File: config.mk
export PLATFORM = sky130hd
export DESIGN_NAME = alu_seq_multiplier
export DESIGN_NICKNAME = d
export VERILOG_FILES = /design/src/rtl/alu_seq_multiplier.sv
export SDC_FILE = /design/constraint.sdc
export NUM_CORES = 1
export LEC_CHECK = 0
export ABC_AREA = 1
export BUFFER_PORTS_ARGS = -buffer_cell sky130_fd_sc_hd__buf_4
export CAP_MARGIN = 20
export CORE_AREA = 8 8 202 204
export DETAILED_ROUTE_END_ITERATION = 16
export DIE_AREA = 0 0 210 212
export GPL_TIMING_DRIVEN = 0
export PLACE_DENSITY = 0.7
export SLEW_MARGIN = 10
export SYNTH_ARGS = -nofsm -noshare
export SYNTH_HDL_FRONTEND = slang
export SYNTH_SLANG_ARGS = --single-unit
File: constraint.sdc
create_clock -name clk -period 5.1 [get_ports clk]
set_input_delay 1.02 -clock clk [delete_from_list [all_inputs] [get_ports clk]]
set_output_delay 1.02 -clock clk [all_outputs]
set_load 0.05 [all_outputs]
File: src/rtl/alu_seq_multiplier.sv
// rtl/alu_seq_multiplier.sv - iterative radix-2 shift-add multiplier, WIDTH x WIDTH -> 2*WIDTH
module alu_seq_multiplier #(
    parameter int WIDTH = 32
) (
    input  logic             clk,
    input  logic             rst_n,
    input  logic             start,
    input  logic             is_signed,
    input  logic [WIDTH-1:0] a,
    input  logic [WIDTH-1:0] b,
    output logic             busy,
    output logic             done,
    output logic [WIDTH-1:0] result_lo,
    output logic [WIDTH-1:0] result_hi
);

    localparam int CW = $clog2(WIDTH + 1);
    localparam int PW = 2 * WIDTH;

    typedef enum logic [1:0] {
        S_IDLE,
        S_RUN,
        S_DONE
    } state_t;

    state_t r_state;
    state_t w_state_nxt;

    logic [WIDTH-1:0] r_mcand;
    logic [WIDTH-1:0] r_mplier;
    logic             r_neg;
    logic [PW-1:0]    r_acc;
    logic [CW-1:0]    r_cnt;
    logic [WIDTH-1:0] r_res_lo;
    logic [WIDTH-1:0] r_res_hi;

    logic             w_load;
    logic             w_last;
    logic             w_a_neg;
    logic             w_b_neg;
    logic [WIDTH-1:0] w_a_mag;
    logic [WIDTH-1:0] w_b_mag;
    logic [PW-1:0]    w_addend;
    logic [PW-1:0]    w_acc_sum;
    logic [PW-1:0]    w_product;

    assign w_load = start && ((r_state == S_IDLE) || (r_state == S_DONE));
    assign w_last = (r_state == S_RUN) && (r_cnt == CW'(WIDTH - 1));

    // Signed operands are reduced to magnitudes; the sign is reapplied once at the end.
    assign w_a_neg = is_signed & a[WIDTH-1];
    assign w_b_neg = is_signed & b[WIDTH-1];
    assign w_a_mag = w_a_neg ? (~a + WIDTH'(1)) : a;
    assign w_b_mag = w_b_neg ? (~b + WIDTH'(1)) : b;

    assign w_addend  = {{WIDTH{1'b0}}, r_mcand} << r_cnt;
    assign w_acc_sum = r_mplier[0] ? (r_acc + w_addend) : r_acc;
    assign w_product = r_neg ? (~w_acc_sum + PW'(1)) : w_acc_sum;

    always_ff @(posedge clk) begin
        if (!rst_n) begin
            r_state <= S_IDLE;
        end else begin
            r_state <= w_state_nxt;
        end
    end

    always_comb begin
        w_state_nxt = r_state;
        case (r_state)
            S_IDLE:  w_state_nxt = start ? S_RUN : S_IDLE;
            S_RUN:   w_state_nxt = w_last ? S_DONE : S_RUN;
            S_DONE:  w_state_nxt = start ? S_RUN : S_IDLE;
            default: w_state_nxt = S_IDLE;
        endcase
    end

    always_ff @(posedge clk) begin
        if (!rst_n) begin
            r_mcand  <= '0;
            r_mplier <= '0;
            r_neg    <= 1'b0;
            r_acc    <= '0;
            r_cnt    <= '0;
            r_res_lo <= '0;
            r_res_hi <= '0;
        end else if (w_load) begin
            r_mcand  <= w_a_mag;
            r_mplier <= w_b_mag;
            r_neg    <= w_a_neg ^ w_b_neg;
            r_acc    <= '0;
            r_cnt    <= '0;
        end else if (r_state == S_RUN) begin
            r_acc    <= w_acc_sum;
            r_mplier <= r_mplier >> 1;
            r_cnt    <= r_cnt + CW'(1);
            if (w_last) begin
                {r_res_hi, r_res_lo} <= w_product;
            end
        end
    end

    assign busy      = (r_state == S_RUN);
    assign done      = (r_state == S_DONE);
    assign result_lo = r_res_lo;
    assign result_hi = r_res_hi;

endmodule

==> out/metrics.cfg <==
[run_status]
run_status = finished clean

[detailed_routing]
num_vias = 25095
drt_iter0_drc = 2658
route.detailed.drc = 0
firstDrtPassIters = 8
postRouteAntennaNets = 0
wire_per_inst_um = 18.68
viasPerCell = 5.508
wl_mm = 85.09

[global_routing]
grt_pass1_vias = 22912
grt_pass1_wl_mm = 125.6
antenna_found_initial = 1
grt_max_degree = 14
grt_usage_pct = 36.11
grt_overflow_total = 0

[final_layout]
drive_above_1_share_pct = 15.97
fill_cells = 3913
layout.nets = 4157
diodes = 0
final_util_pct = 64.70
area_growth_pct = 19.93

[floorplan]
start_util_pct = 53.95
die_width_um = 210
die_h_um = 212
core_um2 = 37930
fp.dieArea_um2 = 44520
std_cell_rows = 72
ios = 134

[sta]
slew-limit-headroom_pct = 30.40
worst_pin_slew_ns = 1.040
clock-skew-final_ns = 0.02271
slew_violations = 0
min_period_over_period_pct = 97.29
hold_viol_final = 0
max_clock_freq_mhz = 201.5
min_period_ns = 4.962
fin_setup_tns_ns = 0
hold_slack_ns = 0.4651
final-setup-viol-count = 0

[synthesis]
yosysSeqAreaShare_pct = 19.66
synth_edf_count = 0
synth_top_area_cell = nand2_1
yosysWarnings = 0
ys_top_cells_by_area = nand2_1 (24%), dfxtp_1 (20%), inv_1 (12%)
syn_area_um2 = 20460
avgSynthCellArea_um2 = 5.359
yosys.area.top_type_share_pct = 24.47
ys_ff_latch = 201
synth.distinct_cells = 53
syn_nets = 3954
synth_common_cells = nand2_1 (1334), inv_1 (647), nor2_1 (328)
async_flop_share_pct = 0
synth-main-ff-cell = dfxtp_1
yosysMostFrequentCell = nand2_1
synthCells = 3818

[power]
p_sw_uw = 2355
power_density_nw_per_um2 = 236.9
pwr-share-comb_pct = 37.9
power.share.clock_pct = 31.9
p_seq_share_pct = 30.2
power_uw = 5815
p_int_uw = 3460
cellLeakagePower_uw = 0.01297
switching_share_pct = 40.50
ir_drop_mv = 0.2485

[placement]
finalWeightedCongestion = 1.065
dp_hpwl_mm = 69.25
portBuffers = 132

[setup_path]
reg2reg_slack_ns = 0.14
worstSetupPathType = register to register
cpPeakStageDelay_ns = 0.46
required_ns = 5.54
end_kind = register
worst_path_max_delay_cell = a21oi_1
setup.worst_path.start_class = register
crit_arrival_ns = 5.40
crit_top_cell = nand2_1
crit_fanout = 10

[clock_network]
clk_path_buf_depth = 3
cts_buffers = 24
cts_tree = built
htreeDepth = 1
cts.clk_slew.worst_paths_ns = 0.06
clock_latency_ns = 0.55
cts-root-buf = clkbuf_16
hold_buffers = 0
clock-sinks = 201

[hold_path]
hold_class = register to register

[run]
max_cap_viol_count = 0

==> registers in the layout, indices dropped and copies added (netlist names) <==
register,count
r_mplier,32
r_acc,64
result_lo,32
r_state,2
result_hi,32
r_cnt,6
r_mcand,32
r_neg,1
==> timing repair <==
item | CTS | global route
cloned | 0 | 0
buffers inserted | 11 | 36
resized for setup | 114 | 327
pin swaps | 14 | 56
hold endpoints to repair | 0 | 0
endpoints found under the setup margin | 66 | 44
==> worst max-delay path, delay by kind of cell (launching register included) <==
kind | cells | cell delay [ns]
DFF | 1 | 0.38
buffers and inverters | 4 | 0.58
adders and majority gates | 1 | 0.34
AOI/OAI and AO/OA | 5 | 0.98
and+or+nand+nor | 20 | 2.36
muxes | 1 | 0.21
==> layer usage <==
layer / wire (um) / GRT usage, % / share of wire, %
met1: 33090 / 42.81 / 39
met2: 39550 / 61.49 / 46
met3: 6178 / 3.862 / 7.3
met4: 6271 / 24.25 / 7.4
met5: 0 / 0 / 0
==> logic make-up (layout without fill, tap and decap cells) <==
group,count (synthesis),after routing,share of synthesized area (%)
and+or+nand+nor,2050,2050,41.34
buffers and inverters,820,1040,15.23
AOI/OAI and AO/OA,623,623,17.11
DFF,201,201,19.66
adders and majority gates,68,68,4.195
xor gates and xnor gates,45,45,1.926
muxes,11,11,0.5381
==> path summary, 6_finish.rpt <==
path                                    from       endpoint  depth (start not counted)
worst min-delay path            r_mplier[27]   r_mplier[27]                          2
worst max register to register      r_cnt[0]  result_hi[31]                         31
worst min register to register  r_mplier[27]   r_mplier[27]                          2
worst max-delay path                r_cnt[0]  result_hi[31]                         31
==> cell usage in the layout, fill, tap and decap left out, types with 13 or more instances in the layout <==
cell	Yosys	routed
o21a_1	27	27
buf_2	19	21
clkbuf_2	0	16
nand2_1	1334	1274
inv_2	23	28
xor2_1	32	32
o221ai_1	34	26
nor2_4	8	31
o21ai_0	271	202
a21oi_1	191	174
o21ai_1	15	44
nor3_1	42	34
buf_4	3	183
o21ai_2	2	41
nand4_1	25	25
clkbuf_16	0	25
nand3_1	229	208
nor2_1	328	253
nand2_2	21	80
xnor2_1	13	13
ha_1	67	45
clkbuf_1	90	69
nand3_2	7	27
nor2_2	18	70
inv_1	647	643
a21oi_2	1	18
buf_1	24	17
o211ai_1	27	27
dfxtp_1	201	199
o22ai_1	26	18
==> cell type report <==
cell class	count	area (um^2)	share of cell area, %
Clock inverter	14	163.9	0.6679
Tap cell	518	648.1	2.641
Clock buffer	29	670.6	2.733
Buffer	134	608.1	2.478
Sequential cell	201	4026	16.41
Multi-Input combinational cell	2797	14510	59.12
Timing Repair Buffer	179	1344	5.476
Inverter	684	2571	10.48
==> through the flow <==
stage	instance area, um^2	setup WS [ns]	cells
global route	24540	-0.1330	4556
floorplan	20460	0.8722	3818
finish	24540	0.1382	4556
detailed placement	22100	-1.103	4468
CTS	23310	0.007364	4521
global placement	22100	-1.126	4468
==> power groups by stage <==
stage / registers, uW / clock network (uW) / logic, uW
2_1_floorplan: 1730 / 0 / 1350
3_3_place_gp: 1780 / 0 / 1900
3_5_place_dp: 1780 / 0 / 1920
4_1_cts: 1750 / 1850 / 1970
5_1_grt: 1760 / 1910 / 2400
6_report: 1750 / 1850 / 2210
(Power assumes the default switching activity.)
